<file path="config.mk">
export PLATFORM = sky130hd
export DESIGN_NAME = qam16_ofdm_sequencer
export DESIGN_NICKNAME = d
export VERILOG_FILES = /design/src/rtl/qam16_ofdm_sequencer.sv
export SDC_FILE = /design/constraint.sdc
export NUM_CORES = 1
export LEC_CHECK = 0
export BUFFER_PORTS_ARGS = -buffer_cell sky130_fd_sc_hd__buf_2
export CORE_MARGIN = 5
export CORE_UTILIZATION = 28
export DETAILED_ROUTE_END_ITERATION = 7
export PLACE_DENSITY = 0.49
export SLEW_MARGIN = 5
export SYNTH_ARGS = -nofsm -noshare
export SYNTH_HDL_FRONTEND = slang
export SYNTH_SLANG_ARGS = --single-unit
export TNS_END_PERCENT = 50
</file>
<file path="constraint.sdc">
create_clock -name clk -period 4.9 [get_ports clk]
set_input_delay 0.245 -clock clk [delete_from_list [all_inputs] [get_ports clk]]
set_output_delay 0.245 -clock clk [all_outputs]
set_load 0.01 [all_outputs]
</file>
<file path="src/rtl/qam16_ofdm_sequencer.sv">
// Frames packet bytes into QAM16-mapped OFDM symbols: null at k=0, pilots every PILOT_SPACING,
// data nibbles (high first) through an external one-cycle mapper, padding after the packet end.
module qam16_ofdm_sequencer #(
  parameter int          NSC           = 64,
  parameter int          PILOT_SPACING = 8,
  parameter logic [15:0] PILOT_VAL     = 16'h0101,
  parameter logic [3:0]  PAD_NIBBLE    = 4'b1101
) (
  input  logic        clk,
  input  logic        rst,
  input  logic [7:0]  s_data,
  input  logic        s_valid,
  input  logic        s_last,
  output logic        s_ready,
  output logic [3:0]  map_din,
  output logic        map_wren,
  input  logic [15:0] map_dout,
  output logic [15:0] m_data,
  output logic        m_valid,
  input  logic        m_ready,
  output logic        m_last,
  output logic        m_eop,
  output logic        busy
);

  localparam int KW = $clog2(NSC);
  localparam int PW = $clog2(PILOT_SPACING);

  typedef enum logic [1:0] {IDLE, RUN, PAD} state_t;

  typedef struct packed {
    logic [15:0] data;
    logic        last;
    logic        eop;
  } word_t;

  state_t          state, next_state;
  logic [KW-1:0]   k;
  logic [3:0]      nib_buf;
  logic            nib_valid;
  logic            eop_seen;
  logic            inflight;
  logic            infl_last;
  logic            infl_eop;

  word_t           fifo_mem [2];
  logic            wr_ptr, rd_ptr;
  logic [1:0]      fifo_count;

  logic            is_null, is_pilot, is_data, last_k;
  logic            pop, wr_en, slot_free;
  logic [1:0]      occ;
  logic            issue, ctl_issue, take_buf, accept, tag_eop;
  word_t           wr_word;

  assign is_null  = (k == '0);
  assign is_pilot = !is_null && (k[PW-1:0] == '0);
  assign is_data  = !is_null && !is_pilot;
  assign last_k   = (k == KW'(NSC - 1));

  assign m_valid  = (fifo_count != 2'd0);
  assign pop      = m_valid && m_ready;
  // Occupancy after this cycle's pop, counting the word still inside the mapper.
  assign occ       = fifo_count - {1'b0, pop} + {1'b0, inflight};
  assign slot_free = (occ < 2'd2);

  assign m_data = fifo_mem[rd_ptr].data;
  assign m_last = fifo_mem[rd_ptr].last;
  assign m_eop  = fifo_mem[rd_ptr].eop;
  assign busy   = (state != IDLE) || m_valid || inflight;

  // NOTE: every signal written here gets a default first, so no path can leave one
  // unassigned and infer a latch.
  always_comb begin
    next_state = state;
    issue      = 1'b0;
    ctl_issue  = 1'b0;
    take_buf   = 1'b0;
    accept     = 1'b0;
    map_wren   = 1'b0;
    map_din    = 4'd0;
    s_ready    = 1'b0;
    tag_eop    = 1'b0;
    case (state)
      IDLE: begin
        if (s_valid) next_state = RUN;
      end
      RUN, PAD: begin
        if (slot_free) begin
          if (!is_data) begin
            // Null/pilot bypasses the mapper, so it must wait for the mapper to drain.
            if (!inflight) begin
              issue     = 1'b1;
              ctl_issue = 1'b1;
            end
          end else if (nib_valid) begin
            issue    = 1'b1;
            map_wren = 1'b1;
            map_din  = nib_buf;
            take_buf = 1'b1;
          end else if (eop_seen) begin
            issue    = 1'b1;
            map_wren = 1'b1;
            map_din  = PAD_NIBBLE;
          end else if (state == RUN) begin
            s_ready = 1'b1;
            if (s_valid) begin
              accept   = 1'b1;
              issue    = 1'b1;
              map_wren = 1'b1;
              map_din  = s_data[7:4];
            end
          end
        end
        tag_eop = issue && last_k && eop_seen;
        if (tag_eop)
          next_state = IDLE;
        else if (state == RUN && eop_seen && !nib_valid)
          next_state = PAD;
      end
      default: next_state = IDLE;
    endcase
  end

  always_comb begin
    wr_en   = inflight || ctl_issue;
    wr_word = '0;
    if (inflight) begin
      wr_word.data = map_dout;
      wr_word.last = infl_last;
      wr_word.eop  = infl_eop;
    end else begin
      wr_word.data = is_null ? 16'h0000 : PILOT_VAL;
      wr_word.last = last_k;
      wr_word.eop  = tag_eop;
    end
  end

  // NOTE: sequential state uses non-blocking assignments so every register samples
  // the pre-edge values regardless of statement order.
  always_ff @(posedge clk or posedge rst) begin
    if (rst) begin
      state     <= IDLE;
      k         <= '0;
      nib_buf   <= 4'd0;
      nib_valid <= 1'b0;
      eop_seen  <= 1'b0;
      inflight  <= 1'b0;
      infl_last <= 1'b0;
      infl_eop  <= 1'b0;
    end else begin
      state     <= next_state;
      inflight  <= map_wren;
      infl_last <= last_k;
      infl_eop  <= tag_eop;
      if (state == IDLE)
        k <= '0;
      else if (issue)
        k <= last_k ? '0 : k + KW'(1);
      if (accept) begin
        nib_buf   <= s_data[3:0];
        nib_valid <= 1'b1;
      end else if (take_buf) begin
        nib_valid <= 1'b0;
      end
      if (accept && s_last)
        eop_seen <= 1'b1;
      else if (tag_eop)
        eop_seen <= 1'b0;
    end
  end

  // NOTE: the two FIFO entries drive m_data directly, so they are reset to keep
  // every output at zero while rst is held; larger storage would not be reset.
  always_ff @(posedge clk or posedge rst) begin
    if (rst) begin
      fifo_mem[0] <= '0;
      fifo_mem[1] <= '0;
      wr_ptr      <= 1'b0;
      rd_ptr      <= 1'b0;
      fifo_count  <= 2'd0;
    end else begin
      if (wr_en) begin
        fifo_mem[wr_ptr] <= wr_word;
        wr_ptr           <= ~wr_ptr;
      end
      if (pop)
        rd_ptr <= ~rd_ptr;
      case ({wr_en, pop})
        2'b10:   fifo_count <= fifo_count + 2'd1;
        2'b01:   fifo_count <= fifo_count - 2'd1;
        default: fifo_count <= fifo_count;
      endcase
    end
  end

endmodule
</file>
Word level (Yosys, flattened, before mapping)
Index checks and enable logic that the tools add are counted.
{"block": "word_totals", "regBits": 57, "latchBits": 0, "ram_bits": 0, "romBits": 0, "inputBits": 29, "word_cells": 121, "memories": 0}
{"block": "classes", "add_sub_neg": 5, "multipliers": 0, "div": 0, "magnitude_cmp": 4, "n_eq_ne": 7, "shift": 0, "mux": 58, "n_bitwise": 4, "n_reduce_logical": 26}
{"op": "18-bit two-way mux", "n": 5}
{"op": "36-bit bitwise mux", "n": 1}
{"op": "1-bit two-way mux", "n": 35}
{"op": "4-bit two-way mux", "n": 7}
{"op": "18-bit demux with 1-bit select", "n": 1}
{"op": "6-bit two-way mux", "n": 3}
{"op": "2-bit nonzero test", "n": 6}
{"op": "1-bit logical AND", "n": 9}
{"op": "9-bit two-way mux", "n": 1}
{"op": "2-bit one-hot mux with 2 select lines", "n": 2}
{"op": "6-bit by 1-bit adder with 6-bit output (second input constant)", "n": 1}
{"op": "6-bit equality test (second input constant)", "n": 1}
{"op": "6-bit logical NOT", "n": 1}
{"op": "2-bit two-way mux", "n": 3}
{"op": "2-bit by 1-bit equality test with 1-bit output (second input constant)", "n": 2}
{"op": "2-bit equality test (second input constant)", "n": 2}
{"op": "2-bit >= comparator (second input constant)", "n": 2}
{"op": "1-bit inverter with 2-bit output", "n": 2}
{"op": "1-bit logical NOT", "n": 3}
{"op": "3-bit logical NOT", "n": 1}
{"op": "1-bit logical OR", "n": 3}
{"op": "3-bit inequality test (second input constant)", "n": 1}
{"op": "2-bit by 1-bit adder with 2-bit output", "n": 1}
{"op": "2-bit by 1-bit adder with 2-bit output (second input constant)", "n": 1}
{"op": "other kinds (9)", "n": 10}

Depth between registers and ports, before layout
Gate-level depths: netlist (run 1).
{"block": "depth", "depth_word": 13, "ltp_mapped": 9, "ltp_nobuf": 9}

Worst setup path after synthesis (run 1)
OpenSTA, ideal clock, no wires.
{"block": "synth_path", "path_type": "register -> output", "from": "register fifo_count[1]", "to": "output port s_ready", "arrival_time_ns": 2.412, "t_required_ns": 4.655, "slack_ns": 2.243, "path_stages_with_launch": 8, "cell_sequence": "dfrtp_1 or2_2 and2_1 ha_1 and2b_1 xor2_4 nand3_1 nor4b_1"}
{"block": "synth_via", "elab_chain_len": 7}
{"item": "from (decl)", "line": "48", "rtl": "logic [1:0] fifo_count;"}
{"item": "from (signal assigned)", "line": "190", "rtl": "2'b10: fifo_count <= fifo_count + 2'd1;"}
{"item": "from (signal assigned)", "line": "191", "rtl": "2'b01: fifo_count <= fifo_count - 2'd1;"}
{"item": "from (signal assigned)", "line": "192", "rtl": "default: fifo_count <= fifo_count;"}
{"item": "2-bit nonzero test", "line": "61", "rtl": "assign m_valid = (fifo_count != 2'd0);"}
{"item": "net m_valid", "line": "19", "rtl": "output logic m_valid,"}
{"item": "1-bit logical AND", "line": "62", "rtl": "assign pop = m_valid && m_ready;"}
{"item": "net pop", "line": "51", "rtl": "logic pop, wr_en, slot_free;"}
{"item": "2-bit by 1-bit subtractor with 2-bit output", "line": "64", "rtl": "assign occ = fifo_count - {1'b0, pop} + {1'b0, inflight};"}
{"item": "2-bit by 1-bit adder with 2-bit output", "line": "64"}
{"item": "2-bit less-than comparator", "line": "65", "rtl": "assign slot_free = (occ < 2'd2);"}
{"item": "1-bit two-way mux", "line": "89", "rtl": "if (slot_free) begin"}
{"item": "1-bit two-way mux", "line": "84", "rtl": "case (state)"}
{"item": "to (decl)", "line": "14", "rtl": "output logic s_ready,"}
The timed path passes the listed nets, and every way through them passes these cells.

Final worst setup path (run 1)
{"block": "layout_path", "from": "register fifo_count[1]", "to": "output port s_ready"}
{"block": "layout_via", "elab_chain_len": 7}
{"item": "2-bit nonzero test", "line": "61"}
{"item": "1-bit logical AND", "line": "62"}
{"item": "net pop", "line": "51"}
{"item": "2-bit by 1-bit subtractor with 2-bit output", "line": "64"}
{"item": "2-bit by 1-bit adder with 2-bit output", "line": "64"}
{"item": "2-bit less-than comparator", "line": "65"}
{"item": "1-bit two-way mux", "line": "89"}
{"item": "1-bit two-way mux", "line": "84"}
The timed path passes the listed nets, and every way through them passes these cells.

==> flow_summary.ini, run 1 <==
[clock_tree]
clk_latency_ns = 0.33
clock-sinks = 57
clk_pin_slew_worst_paths_ns = 0.07
htree_levels = 3
postCtsSetupBuffers = 0
cts_tree = done
cts-buffers-inserted = 9
cts-root-buf = clkbuf_8
cts_buffer_depth = 2
cts_hold_buffers = 0
cts-resized-gates = 0

[logic_synthesis]
syn-num-nets = 290
synthFlopType = dfrtp_1
synth.mux.area_fraction_pct = 14.2
synthXorXnorAreaFrac_pct = 3.84
ys_ff_latch = 57
synth_area_um2 = 3000
synth_seq_area_share_pct = 47.6
avgSynthCellArea_um2 = 11.8
netlist_instances = 255
yosys.area_share.simple_pct = 11.3
synth_fa_ha_area_share_pct = 2.51
ys.warnings.count = 0
synthDistinctLibCells = 50
async_flop_share_pct = 100
synth_compound_area_share_pct = 15.3
synth-edff-count = 0
synth_top_family_by_area = compound AO/OA/AOI/OAI gates

[placed_design]
numPortBuffers = 54
dp_hpwl_mm = 4.69
place_congestion = 0.770
post-place-ws_ns = 1.91

[power]
swShare_pct = 39.1
power_frac_clock_pct = 22.3
pwr-share-comb_pct = 39.6
p_seq_share_pct = 38.1
p_int_mw = 1.23
irDropWorstVdd_mv = 0.331
powerDensity_nw_per_um2 = 569
power_mw = 2.02
leakagePower_nw = 1.71
p_sw_mw = 0.792

[critical_path]
regToRegSetupSlack_ns = 1.93
end_kind = primary output
crit_arrival_ns = 2.89
regToRegStartpoint = fifo_count[1]$_DFFE_PP0P_
worstSetupPathType = register to primary output
critical_path.max_fanout = 8
worst_setup_path_start_kind = register
reg2reg_depth = 7
cp.required_ns = 4.66
rr_endpoint = fifo_mem[1]$_DFFE_PP0P_

[grt]
grt_overflow = 0
grt_max_degree = 58
grt_pass1_wl_mm = 11.6
grt_use_total_pct = 11.3
antenna_found_initial = 0
first_global_vias = 2226

[detailed_routing]
drc = 0
drt_iter0_drc = 79
wl_mm = 7.04
drtPass1Iterations = 4
postRouteAntennaNets = 0
viasPerCell = 4.90
dr_total_vias = 2181
wl_per_cell_um = 15.8

[floorplan]
start_util_pct = 28.9
die_w_um = 113
pin_count = 55
fp.coreArea_um2 = 10400
die_h_um = 113
rows = 37
die_area_um2 = 12900

[cells_and_area]
syn_to_final_growth_pct = 18.7
layout-drive-gt1-share_pct = 37.9
diodes = 0
finish.net_count = 339

[status]
status = finished clean

[timing]
period_minus_slack_ns = 3.13
fmax_mhz = 319
rsz0062_at_grt = false
tns_ns = 0
whs_ns = 0.122
drv_slew = 0
layout_setup_ws_ns = 1.77
finClkSkew_ns = 0.00922
final_hold_viol_count = 0
max_slew_margin_pct = 31.3
tightest_slew_ns = 1.03
finalCritPeriodShare_pct = 63.9
setup_viol = 0

[hold_path]
hp-class = input port to async pin

[job]
cap_violations = 0
==> power by group through the flow <==
stage / logic (mW) / registers [mW] / clock network (mW)
2_1_floorplan: 0.730 / 0.670 / 0
3_3_place_gp: 0.807 / 0.774 / 0
3_5_place_dp: 0.813 / 0.780 / 0
4_1_cts: 0.817 / 0.772 / 0.471
5_1_grt: 0.888 / 0.797 / 0.491
6_report: 0.802 / 0.770 / 0.451
==> critical path: stages (launching register included) <==
cell and delay (ns):
dfrtp_1 0.46, or2_2 0.32, and2_1 0.20, ha_1 0.29, and2b_1 0.33, xor2_4 0.32
nand3_1 0.19, nor4b_1 0.26, buf_2 0.18
==> metrics by stage <==
step,instance area (um2),util [%],cells
global route,3560,34.3,445
finish,3560,34.3,445
floorplan,3000,-,255
global placement,3350,32.3,429
detailed placement,3350,32.3,429
CTS,3560,34.3,445
==> logic make-up after synthesis <==
group / count (synthesis)
AOI/OAI and AO/OA: 53
buffers and inverters: 33
DFF: 57
adders and majority gates: 6
and+or+nand+nor: 63
xor gates and xnor gates: 8
muxes: 35
==> metal layers <==
metal	track usage, %	part of all wire [%]	vias to the layer above
li1	-	-	1027
met1	15.3	47	1086
met2	17.6	47	58
met3	4.24	5.2	10
met4	2.08	0.78	0
met5	0	0	-
==> cell usage in the layout, fill, tap and decap left out, drive strengths merged, types with 4 or more instances in the layout <==
master    n
a21oi     8
a32o     14
buf      56
clkbuf   10
dfrtp    57
ha        6
inv      16
mux2     34
nand2    15
nand2b    4
nand4     5
nor2     16
o2bb2ai  14
or2       4
xnor2     5
==> area by class of cell <==
type                    count  area [um2]
flip-flops and latches     57        1430
fillers                  1066        6810
repair buffers             56         285
inverters                  15        56.3
well taps                 136         170
clock inverters             6        66.3
multi-input cells         165        1420
clock buffers              10         138
==> sequential cells by signal, indices dropped and copies added, names as in the netlist <==
| name | count |
|---|---|
| eop_seen | 1 |
| fifo_count | 2 |
| fifo_mem | 36 |
| infl_eop | 1 |
| infl_last | 1 |
| inflight | 1 |
| k | 6 |
| nib_buf | 4 |
| nib_valid | 1 |
| rd_ptr | 1 |
| state | 2 |
| wr_ptr | 1 |
==> worst max path at each step <==
stage,start,endpoint,slack [ns],cells past startpoint
floorplan,fifo_count[1]$_DFFE_PP0P_,s_ready,2.24,7
global placement,fifo_count[1]$_DFFE_PP0P_,fifo_mem[10]$_DFFE_PP0P_,1.99,7
detailed placement,fifo_count[1]$_DFFE_PP0P_,fifo_mem[10]$_DFFE_PP0P_,1.91,7
CTS,fifo_count[1]$_DFFE_PP0P_,s_ready,1.71,8
global route,fifo_count[1]$_DFFE_PP0P_,s_ready,1.61,8
finish,fifo_count[1]$_DFFE_PP0P_,s_ready,1.77,8
==> Yosys cell counts, types with 3 or more instances <==
library cell  number  area, um2
dfrtp_1           57       1430
mux2_2            25        282
nor2_1            16       60.1
inv_1             15       56.3
nand2_1           15       56.3
a32o_1            14        140
o2bb2ai_1         14        123
clkbuf_1          11       41.3
mux2_4             9        135
a21oi_1            8       40.0
ha_1               6       75.1
buf_6              4       45.0
nand2b_1           4       25.0
nand4_1            4       25.0
and2_1             3       18.8
nand3_1            3       15.0
nor3_1             3       15.0
or2_2              3       18.8
xnor2_1            3       26.3
Power figures use the tool's default switching activity.
==> inputs of run 2 (changes only) <==
PLACE_DENSITY = 0.5   (was 0.49)
clock period = 2.7 ns   (was 4.9 ns; I/O delays follow)
==> flow_summary.ini, run 2 (same netlist as run 1, synthesis figures left out) <==
[critical_path]
cp.required_ns = 2.57
reg2reg_depth = 9
path_buf_inv = 1
worstSetupPathType = register to primary output
crit_slowest_cell = dfrtp_1
cp_top_family = simple AND/OR/NAND/NOR gates
crit_arrival_ns = 2.43
critPathMaxStageDelay_ns = 0.38
rr_endpoint = nib_buf[3]$_DFFE_PP0P_
end_kind = primary output
worst_setup_path_start_kind = register
critical_path.max_fanout = 4
regToRegStartpoint = fifo_count[0]$_DFFE_PP0P_
regToRegSetupSlack_ns = 0.28
crit_chain = or2_4 > and2_4 > ha_2 > and2b_2 > xor2_4 > nand4_1 > nor2_1 > buf_2

[clock_tree]
cts_tree = done
clk_latency_ns = 0.34
clock-sinks = 57
cts-root-buf = clkbuf_8
cts_buffer_depth = 2
clk_pin_slew_worst_paths_ns = 0.07
htree_levels = 3
cts-buffers-inserted = 9

[detailed_routing]
drt_iter0_drc = 118
wl_per_cell_um = 15.4
viasPerCell = 4.84
postRouteAntennaNets = 0
drtPass1Iterations = 4
dr_total_vias = 2222
wl_mm = 7.08
drc = 0

[timing]
final_hold_viol_count = 0
fmax_mhz = 391
finalCritPeriodShare_pct = 94.8
finClkSkew_ns = 0.00973
period_minus_slack_ns = 2.56
max_slew_margin_pct = 50.1
whs_ns = 0.00344
setup_viol = 0
drv_slew = 0
tightest_slew_ns = 0.749
tns_ns = 0

[cells_and_area]
largest_register = fifo_mem
syn_to_final_growth_pct = 23.9
final_area_um2 = 3710
layout-drive-gt1-share_pct = 41.5
finish.net_count = 353
diodes = 0
layout_common_cells = 57 x dfrtp_1, 54 x buf_2, 25 x mux2_2, 16 x nor2_1, 15 x nand2_1
largest_reg_flops = 36
fin_util_pct = 35.8
top_regs = fifo_mem x36, k x6, nib_buf x4
layout_commonest_cell = dfrtp_1

[placed_design]
numPortBuffers = 54
dp_hpwl_mm = 4.76
post_dp_cell_area_um2 = 3410
place_congestion = 0.783

[grt]
antenna_found_initial = 0
grt_use_total_pct = 11.6
grt_overflow = 0
grt_max_degree = 58
first_global_vias = 2292
grt_pass1_wl_mm = 11.8

[power]
p_sw_mw = 1.50
swShare_pct = 37.7
leakagePower_nw = 1.80
power_frac_clock_pct = 22.8
powerDensity_nw_per_um2 = 1070
p_seq_share_pct = 31.7
p_int_mw = 2.48
pwr-share-comb_pct = 45.5
irDropWorstVdd_mv = 0.401
power_mw = 3.99

[job]
cap_violations = 0

[floorplan]
start_util_pct = 28.9
die_w_um = 113
die_h_um = 113
fp.coreArea_um2 = 10400
pin_count = 55
die_area_um2 = 12900
rows = 37

[status]
status = finished clean

[hold_path]
hp-class = input port to async pin
==> run 2: cell types whose count changed in the layout (fill, tap and decap cells not counted), moves of 2 or more <==
cell / before / now
clkinvlp_4: 3 / 1
dlygate4sd3_1: 0 / 2
buf_4: 2 / 13
clkinv_4: 0 / 2
==> run 2: power by group through the flow <==
| stage | clock network [mW] | logic, mW | registers, mW |
|---|---|---|---|
| 3_5_place_dp | 0 | 1.72 | 1.28 |
| 5_1_grt | 0.980 | 1.99 | 1.29 |
| 2_1_floorplan | 0 | 1.33 | 1.22 |
| 3_3_place_gp | 0 | 1.71 | 1.27 |
| 4_1_cts | 0.947 | 1.78 | 1.26 |
| 6_report | 0.909 | 1.81 | 1.26 |
==> run 2: cell type report <==
| type | instances | area [um2] |
|---|---|---|
| Sequential cell | 57 | 1430 |
| Clock buffer | 9 | 124 |
| Tap cell | 136 | 170 |
| Inverter | 15 | 56.3 |
| Fill cell | 1081 | 6660 |
| Multi-Input combinational cell | 165 | 1440 |
| Clock inverter | 7 | 103 |
| Timing Repair Buffer | 70 | 399 |
==> run 2: worst max path at each step <==
stage | from | to | slack, ns | cells past startpoint
2_1_floorplan | fifo_count[1]$_DFFE_PP0P_ | s_ready | 0.15 | 7
3_3_place_gp | fifo_count[0]$_DFFE_PP0P_ | k[4]$_DFFE_PP0P_ | 0.19 | 8
3_5_place_dp | fifo_count[0]$_DFFE_PP0P_ | k[4]$_DFFE_PP0P_ | 0.16 | 8
4_1_cts | fifo_count[0]$_DFFE_PP0P_ | map_din[3] | 0.005 | 8
5_1_grt | fifo_count[0]$_DFFE_PP0P_ | map_din[2] | -0.02 | 8
6_report | fifo_count[0]$_DFFE_PP0P_ | map_din[2] | 0.14 | 8
==> run 2: tightest hold or removal path: stages <==
cell	delay, ns
buf_2	0.10
inv_2	0.03
buf_4	0.57
==> run 2: what timing repair did <==
item	4_1_cts	5_1_grt
pin swaps	5	4
endpoints found under the setup margin	6	5
hold buffers	0	2
setup buffers	2	2
endpoints found under the hold margin	0	2
gates resized for setup	6	1
gates cloned	0	0
==> run 2: layer usage <==
metal | GRT usage (%) | share of wire [%] | vias up
li1 | - | - | 1060
met1 | 15.3 | 47 | 1094
met2 | 18.0 | 46 | 61
met3 | 4.51 | 5.9 | 7
met4 | 2.64 | 0.96 | 0
met5 | 0 | 0 | -
==> run 2: stage by stage <==
stage / setup slack [ns] / std cells
global route: -0.0191 / 459
global placement: 0.187 / 437
floorplan: 0.153 / 255
detailed placement: 0.162 / 437
finish: 0.140 / 459
CTS: 0.00547 / 455
